--- config.mk ---
export PLATFORM = sky130hd
export DESIGN_NAME = pipe_barrel_shifter
export DESIGN_NICKNAME = d
export VERILOG_FILES = /design/src/rtl/pipe_barrel_shifter.sv
export SDC_FILE = /design/constraint.sdc
export NUM_CORES = 1
export LEC_CHECK = 0
export ABC_AREA = 1
export BUFFER_PORTS_ARGS = -buffer_cell sky130_fd_sc_hd__buf_2
export CAP_MARGIN = 20
export CORE_ASPECT_RATIO = 1.75
export CORE_UTILIZATION = 30
export DETAILED_ROUTE_END_ITERATION = 16
export PLACE_DENSITY = 0.52
export SLEW_MARGIN = 20
export SYNTH_ARGS = -nofsm -noshare
export SYNTH_HDL_FRONTEND = slang
export SYNTH_HIERARCHICAL = 1
export SYNTH_SLANG_ARGS = --single-unit
--- constraint.sdc ---
create_clock -name clk -period 1.5 [get_ports clk]
set_input_delay 0.225 -clock clk [delete_from_list [all_inputs] [get_ports clk]]
set_output_delay 0.225 -clock clk [all_outputs]
set_load 0.1 [all_outputs]
--- src/rtl/pipe_barrel_shifter.sv ---
// Pipelined barrel shifter: one register stage per shift-amount bit, with a
// single global advance enable driven by output backpressure.

module pbs_stage #(
  parameter int WIDTH = 8,
  parameter int SHW   = 3,
  parameter int K     = 0
) (
  input  logic             clk,
  input  logic             rst_n,
  input  logic             en,
  input  logic             valid_i,
  input  logic [WIDTH-1:0] data_i,
  input  logic [SHW-1:0]   shift_i,
  input  logic             dir_i,
  input  logic [1:0]       mode_i,
  output logic             valid_o,
  output logic [WIDTH-1:0] data_o,
  output logic [SHW-1:0]   shift_o,
  output logic             dir_o,
  output logic [1:0]       mode_o
);
  localparam int SH = 1 << K;

  logic [WIDTH-1:0] shl, shr, sar, rol, ror, data_d;
  logic [WIDTH-1:0] data_q;
  logic [SHW-1:0]   shift_q;
  logic             valid_q, dir_q;
  logic [1:0]       mode_q;

  assign shl = data_i << SH;
  assign shr = data_i >> SH;
  // Earlier stages shift in the same direction, so the MSB here is still the operand sign.
  assign sar = $signed(data_i) >>> SH;
  assign rol = (data_i << SH) | (data_i >> (WIDTH - SH));
  assign ror = (data_i >> SH) | (data_i << (WIDTH - SH));

  always_comb begin
    data_d = data_i;
    if (shift_i[K]) begin
      if (!dir_i) begin
        data_d = (mode_i == 2'b00) ? rol : shl;
      end else begin
        case (mode_i)
          2'b00:   data_d = ror;
          2'b10:   data_d = sar;
          default: data_d = shr;
        endcase
      end
    end
  end

  always_ff @(posedge clk or negedge rst_n) begin
    if (!rst_n) begin
      valid_q <= 1'b0;
      data_q  <= '0;
      shift_q <= '0;
      dir_q   <= 1'b0;
      mode_q  <= '0;
    end else if (en) begin
      valid_q <= valid_i;
      data_q  <= data_d;
      shift_q <= shift_i;
      dir_q   <= dir_i;
      mode_q  <= mode_i;
    end
  end

  assign valid_o = valid_q;
  assign data_o  = data_q;
  assign shift_o = shift_q;
  assign dir_o   = dir_q;
  assign mode_o  = mode_q;
endmodule

module pipe_barrel_shifter #(
  parameter int WIDTH = 8,
  localparam int SHW  = $clog2(WIDTH)
) (
  input  logic             clk,
  input  logic             rst_n,
  input  logic             in_valid,
  output logic             in_ready,
  input  logic [WIDTH-1:0] in_data,
  input  logic [SHW-1:0]   shift,
  input  logic             direction,
  input  logic [1:0]       mode,
  output logic             out_valid,
  input  logic             out_ready,
  output logic [WIDTH-1:0] out_data,
  output logic [SHW:0]     inflight
);
  // Index 0 is the raw input; index k+1 is the register of stage k.
  logic [SHW:0]            vld_pipe;
  logic [SHW:0][WIDTH-1:0] data_p;
  logic [SHW:0][SHW-1:0]   shift_p;
  logic [SHW:0]            dir_p;
  logic [SHW:0][1:0]       mode_p;
  logic                    en;
  logic [SHW:0]            inflight_c;
  logic                    unused_tail;

  assign en       = !vld_pipe[SHW] | out_ready;
  assign in_ready = en;

  assign vld_pipe[0] = in_valid;
  assign data_p[0]   = in_data;
  assign shift_p[0]  = shift;
  assign dir_p[0]    = direction;
  assign mode_p[0]   = mode;

  for (genvar k = 0; k < SHW; k++) begin : g_stage
    pbs_stage #(.WIDTH(WIDTH), .SHW(SHW), .K(k)) u_stage (
      .clk     (clk),
      .rst_n   (rst_n),
      .en      (en),
      .valid_i (vld_pipe[k]),
      .data_i  (data_p[k]),
      .shift_i (shift_p[k]),
      .dir_i   (dir_p[k]),
      .mode_i  (mode_p[k]),
      .valid_o (vld_pipe[k+1]),
      .data_o  (data_p[k+1]),
      .shift_o (shift_p[k+1]),
      .dir_o   (dir_p[k+1]),
      .mode_o  (mode_p[k+1])
    );
  end

  // Control fields are fully consumed by the time the operand leaves the last stage.
  assign unused_tail = ^{shift_p[SHW], dir_p[SHW], mode_p[SHW]};

  always_comb begin
    inflight_c = '0;
    for (int k = 1; k <= SHW; k++) inflight_c = inflight_c + (SHW+1)'(vld_pipe[k]);
  end

  assign inflight  = inflight_c;
  assign out_valid = vld_pipe[SHW];
  assign out_data  = data_p[SHW];
endmodule

# After elaboration in Yosys (flattened, before gate mapping)
# Index checks and enable logic that the tools add are counted.
[totals]
ff_bits = 39
latchBits = 0
ramBits = 0
rom_bits = 0
out_inout_bits = 14
n_memories = 0
[classes]
n_addsub = 2
mul = 0
div = 0
n_lt_le_gt_ge = 0
n_eq_ne = 3
shift = 0
muxes = 12
n_bitwise = 6
n_reduce_logical = 4
[op_table]
columns = ["operator", "n"]
rows = [
  ["two-way mux 8 bit", 9],
  ["case mux 8 bit (2 select lines)", 3],
  ["OR 6 x 8 -> 8 bit", 1],
  ["OR 7 x 8 -> 8 bit", 1],
  ["OR 8 x 1 -> 8 bit", 1],
  ["OR 8 x 2 -> 8 bit", 1],
  ["OR 8 x 4 -> 8 bit", 1],
  ["== test 2 bit, second input constant", 3],
  ["logical NOT 2 bit", 3],
  ["adder 2 x 1 -> 3 bit", 1],
  ["adder 1 x 1 -> 2 bit", 1],
  ["logical NOT 1 bit", 1],
  ["OR 1 bit", 1],
]

# Longest topological paths before layout
# Gate-level depths: netlist of run 1.
[depth]
ltp_word = 4
ltp_mapped = 8

# Cells and area by module
# The synthesis of run 1 kept the hierarchy.
[modules_own_cells]
columns = ["mod", "instances", "cells_per_inst", "area_each_um2", "seq_area_each_um2"]
rows = [
  ["pbs_stage at g_stage[0].u_stage", 1, 98, 749.5, 375.4],
  ["pbs_stage at g_stage[1].u_stage", 1, 102, 749.5, 375.4],
  ["pbs_stage at g_stage[2].u_stage", 1, 92, 718.2, 375.4],
  ["pipe_barrel_shifter", 1, 8, 76.3, 0.0],
]

# Least setup slack after synthesis of run 1
# Ideal clock, no wire load.
[synth_path]
kind = "register to register"
start = "register g_stage[2].u_stage.valid_q"
end = "register g_stage[2].u_stage.data_q[7]"
setup_time_ns = 0.120
arrival_time_ns = 2.755
t_required_ns = 1.380
slack_ns = -1.375
path_stages_with_launch = 8
n_path_buf = 2
synth_period_minus_slack_ns = 2.875
cell_sequence = "dfrtp_1 > nand2_1 > buf_6 > inv_4 > buf_6 > nor2_1 > nand2_1 > nand2_1"
[synth_via]
elab_chain_len = 2
[synth_lines]
columns = ["item", "line_no", "source"]
rows = [
  ["start, declared", "28", "logic valid_q, dir_q;"],
  ["start signal, assigned", "61", "valid_q <= valid_i;"],
  ["logical NOT 1 bit", "103", "assign en = !vld_pipe[SHW] | out_ready;"],
  ["OR 1 bit", "103", ""],
  ["named net in_ready", "83", "output logic in_ready,"],
  ["end signal, assigned", "62", "data_q <= data_d;"],
  ["end, declared", "26", "logic [WIDTH-1:0] data_q;"],
]
# The timed path passes the listed nets, and every way through them passes these cells.
# A chain may end at the register's enable or synchronous reset.

# Final worst setup path of run 1
[layout_path]
start = "register g_stage[2].u_stage.valid_q"
end = "output port inflight[0]"
[layout_via]
elab_chain_len = 1
[layout_lines]
columns = ["item", "line_no", "source"]
rows = [
  ["adder 2 x 1 -> 3 bit", "135", "for (int k = 1; k <= SHW; k++) inflight_c = inflight_c + (SHW+1)'(vld_pipe[k]);"],
  ["end, declared", "91", "output logic [SHW:0] inflight"],
]
# No other way between the ends.

==> flow_summary.toml, run 1 <==
[final_layout]
drive_gt1_share_pct = 20.1
syn_to_final_growth_pct = 23.5
final_common_cell = "nand2_1"
fin_nets = 330
final_cell_mix = "nand2_1, dfrtp_1, inv_1"
antenna_cells = 0

[job]
maxCapViolations = 0

[clock_network]
root_buffer = "clkbuf_8"
cts_max_level = 2
clk_path_buf_depth = 2
cts_tree = "built"
clock_latency_ns = 0.28
cts.sinks = 36
numCtsBuffers = 5
clk_pin_slew_ns = 0.07

[die]
dieArea_um2 = 6960
num_rows = 38
die_y_um = 110
fp.coreArea_um2 = 6280
initial_core_util_pct = 31.6
ios = 32
die_x_um = 63.5

[critical_path]
cp-start-kind = "register"
r2r_start = "g_stage[2].u_stage/valid_o"
path_max_fanout = 2
startpoint = "g_stage[2].u_stage/valid_o"
critPathCaptureType = "output pin"
path_class = "reg -> out"
critPathArrivalTime_ns = 1.51
crit_required_ns = 1.27

[sta]
rsz0062_at_grt = "yes"
finalMaxSlewViolations = 0
hold_viol_final = 0
tns_ns = -0.525
period_minus_slack_ns = 1.74
timing.final.ws_setup_ns = -0.239
min_period_over_period_pct = 116
fin_skew_ns = 0.00409
finalSetupViolCount = 3
timing.fmax_mhz = 575

[placement]
port_buffers = 30
gp_congestion = 0.792
hpwl_um = 3350
dp_worst_setup_slack_ns = 0.0215

[synthesis]
yosysWarnings = 6
syn_area_um2 = 1980
synth.net_count = 292
syn_inst = 270
synth.avg_cell_area_um2 = 7.35

[power]
sw_frac_of_total_pct = 52.4
p_per_area_nw_per_um2 = 2320
seq_power_share_pct = 29.9
p_int_w = 0.00270
p_leak_nw = 1.28
clockPowerShare_pct = 13.0
pwr-share-comb_pct = 57.1
switchingPower_w = 0.00298
power.total_w = 0.00568
vdd_drop_max_v = 0.000643

[run_status]
run_status = "complete, but fails checks"
violations = "negative setup slack"

[routing]
ant_nets = 0
routed_via_density = 4.43
drcViolationCount = 0
routed_wirelength_um = 4470
vias = 1718
dr.pass1.iters = 4
highest_layer = "met4"
wl_met3_um = 108
drt_iter0_markers = 34
wl_met1_um = 1670
routed-wl-met2_um = 2580
drt-wirelength-per-cell_um = 11.5

[global_routing]
grt_overflow = 0
grt_antenna_before_repair = 0
grt_max_degree = 37
grt_pass1_wl_um = 7710
grt_pass1_vias = 1746
grt_use_total_pct = 14.4

[min_path]
hold_path.class = "in -> reg"
holdCritStartpoint = "shift[1]"
per-layer routing:
metal	GRT usage, %	vias up
met1	12.8	766
met5	0	-
met3	1.87	9
li1	-	915
met2	30.2	28
met4	7.47	0
through the flow:
step	cell area [um2]	hold slack (ns)	utilization, %	cells
3_5_place_dp	2270	0.297	36.1	375
4_1_cts	2440	0.128	38.9	388
6_report	2450	0.136	39.0	388
2_1_floorplan	2010	-0.0706	-	270
5_1_grt	2450	0.146	39.0	388
3_3_place_gp	2270	0.295	36.1	375
final timing paths:
path                                            endpoint  slack [ns]  depth (start not counted)
setup / recovery                             inflight[0]       -0.24                          2
hold / removal             g_stage[0].u_stage/shift_o[1]        0.14                          3
setup reg to reg            g_stage[1].u_stage/data_o[7]        0.09                          7
hold reg to reg            g_stage[0].u_stage/shift_o[2]        0.47                          2
max in group asynchronous     g_stage[2].u_stage/valid_o        0.65                          3
min in group asynchronous     g_stage[1].u_stage/valid_o        0.50                          3
registers in the layout, summed over array words and instances, names as in the netlist:
register and count:
g_stage.u_stage/dir_o 2, g_stage.u_stage/valid_o 3, g_stage.u_stage/mode_o 4, g_stage.u_stage/shift_o 3, g_stage.u_stage/data_o 24
power by group through the flow:
stage                     logic (W)  registers, W  clock network [W]
after floorplan             0.00168       0.00250                  0
after global placement      0.00311       0.00170                  0
after detailed placement    0.00312       0.00172                  0
after CTS                   0.00326       0.00170           0.000769
after global routing        0.00350       0.00175           0.000813
final                       0.00325       0.00170           0.000738
repair_timing:
action | 4_1_cts | 5_1_grt
hold buffers | 1 | 0
endpoints found under the setup margin | 4 | 5
pin swaps | 2 | 0
hold endpoints to repair | 36 | 0
gates resized for setup | 4 | 6
setup buffers | 5 | 0
area by class of cell:
class / count / area [um2]
Clock buffer: 7 / 96.3
Sequential cell: 36 / 905
Fill cell: 723 / 3830
Multi-Input combinational cell: 191 / 907
Tap cell: 80 / 100
Timing Repair Buffer: 40 / 307
Inverter: 34 / 135
worst max-delay path: stages (launching register included):
cell	delay (ns)
dfrtp_4	0.49
fa_2	0.57
buf_12	0.17
(Power assumes the default switching activity.)
==> run 2: changes to the inputs <==
Settings changed: SETUP_SLACK_MARGIN set to 0.3.
==> flow_summary.toml, run 2 (synthesized netlist as in run 1, its figures left out) <==
[run_status]
run_status = "complete, but fails checks"
violations = "negative setup slack"

[final_layout]
drive_gt1_share_pct = 40.7
largest_register_ffs = 24
final_cells = 397
syn_to_final_growth_pct = 53.5
antenna_cells = 0
final_common_cell = "nand2_1"
final_cell_mix = "nand2_1, dfrtp_1, inv_1"
fin_nets = 338
nFillCells = 676

[critical_path]
r2r_start = "g_stage[2].u_stage/valid_o"
rr_endpoint = "g_stage[2].u_stage/data_o[2]"
reg2reg_depth = 7
critPathCaptureType = "output pin"
max_stage_delay_ns = 0.57
path_class = "reg -> out"
worstPathCellList = "fa_2, buf_12"
critPathArrivalTime_ns = 1.52
reg2reg_slack_ns = 0.12
path_max_fanout = 2
crit_required_ns = 1.27
cp-start-kind = "register"
worst_path_max_delay_cell = "fa_2"

[sta]
hold_viol_final = 0
finalMaxSlewViolations = 0
period_minus_slack_ns = 1.74
timing.final.ws_setup_ns = -0.244
timing.fmax_mhz = 573
fin_skew_ns = 0.00776
rsz0062_at_grt = "yes"
tns_ns = -0.532
min_period_over_period_pct = 116
finalSetupViolCount = 3

[routing]
drcViolationCount = 0
drt-wirelength-per-cell_um = 12.6
vias = 1844
ant_nets = 0
dr.pass1.iters = 4
routed_via_density = 4.64
routed_wirelength_um = 5000
drt_iter0_markers = 54

[global_routing]
grt_use_total_pct = 14.9
grt_antenna_before_repair = 0
grt_max_degree = 21
grt_pass1_wl_um = 7890
grt_pass1_vias = 1791
grt_overflow = 0

[placement]
port_buffers = 30
gp_congestion = 0.835
dpl.cell_count = 375
hpwl_um = 3380

[clock_network]
cts_max_level = 2
cts_tree = "built"
cts.sinks = 36
clk_pin_slew_ns = 0.07
clk_path_buf_depth = 2
numCtsBuffers = 5
clock_latency_ns = 0.29
root_buffer = "clkbuf_8"

[min_path]
hold_path.class = "in -> reg"
holdCritStartpoint = "shift[2]"
hold_path_depth = 3
hold_end = "g_stage[0].u_stage/shift_o[2]"

[power]
seq_power_share_pct = 26.3
p_leak_nw = 1.50
switchingPower_w = 0.00349
clockPowerShare_pct = 12.3
pwr-share-comb_pct = 61.4
vdd_drop_max_v = 0.000735
p_per_area_nw_per_um2 = 2240
p_int_w = 0.00334
sw_frac_of_total_pct = 51.2

[die]
die_x_um = 63.5
initial_core_util_pct = 31.6
die_y_um = 110
num_rows = 38
dieArea_um2 = 6960
fp.coreArea_um2 = 6280
ios = 32

[job]
maxCapViolations = 0
## run 2: cell types whose count changed in the layout (fill, tap and decap cells not counted), sizes merged
cell,change
buf,+8
clkinv,+4
inv,-3
bufinv,+1
clkbuf,-1
## run 2: worst max-delay path by stage
stage | start | to | cells past startpoint | slack, ns
2_1_floorplan | g_stage[2].u_stage/valid_o | inflight[0] | 1 | -0.27
3_3_place_gp | g_stage[0].u_stage/valid_o | inflight[2] | 4 | 0.05
3_5_place_dp | g_stage[1].u_stage/valid_o | inflight[2] | 4 | 0.03
4_1_cts | g_stage[2].u_stage/valid_o | inflight[0] | 2 | -0.25
5_1_grt | g_stage[0].u_stage/valid_o | inflight[2] | 4 | -0.29
6_report | g_stage[2].u_stage/valid_o | inflight[0] | 2 | -0.24
## run 2: timing repair
action | CTS | global route
pin swaps | 2 | 19
endpoints found under the hold margin | 16 | 0
setup buffers | 5 | 8
endpoints found under the setup margin | 49 | 44
hold buffers | 1 | 0
gates resized for setup | 27 | 120
## run 2: critical path, delay by kind of cell, from the launching register on
family / cells / cell delay (ns)
fa+ha+maj: 1 / 0.57
flops: 1 / 0.49
buf+inv: 1 / 0.17
## run 2: power by group through the flow
stage / logic (W) / registers, W / clock network, W
after global routing: 0.00447 / 0.00187 / 0.000915
after detailed placement: 0.00313 / 0.00171 / 0
after global placement: 0.00312 / 0.00170 / 0
after floorplan: 0.00168 / 0.00250 / 0
after CTS: 0.00338 / 0.00170 / 0.000863
final: 0.00419 / 0.00180 / 0.000841
## run 2: stage by stage
step / hold WS [ns] / area, um2 / total power, W / utilization (%) / setup slack, ns
global route: 0.168 / 3050 / 0.00725 / 48.5 / -0.295
floorplan: -0.0706 / 2010 / 0.00418 / - / -0.274
finish: 0.148 / 3050 / 0.00683 / 48.5 / -0.244
global placement: 0.180 / 2280 / 0.00482 / 36.3 / 0.0513
detailed placement: 0.181 / 2280 / 0.00484 / 36.3 / 0.0263
CTS: 0.132 / 2510 / 0.00594 / 40.0 / -0.248
## run 2: final cells by class
class	count	area (um2)	share of cell area [%]
Tap cell	80	100	3.29
Clock buffer	6	72.6	2.38
Inverter	34	205	6.74
Timing Repair Buffer	48	513	16.8
Clock inverter	2	35.0	1.15
Sequential cell	36	905	29.7
Multi-Input combinational cell	191	1210	39.9
## run 2: layer usage
| metal | vias to the layer above | global-route usage, % | share of wire [%] |
|---|---|---|---|
| met1 | 859 | 14.4 | 36 |
| met4 | 0 | 10.1 | 2.9 |
| met2 | 40 | 28.1 | 58 |
| li1 | 935 | - | - |
| met5 | - | 0 | 0 |
| met3 | 10 | 2.49 | 3.1 |
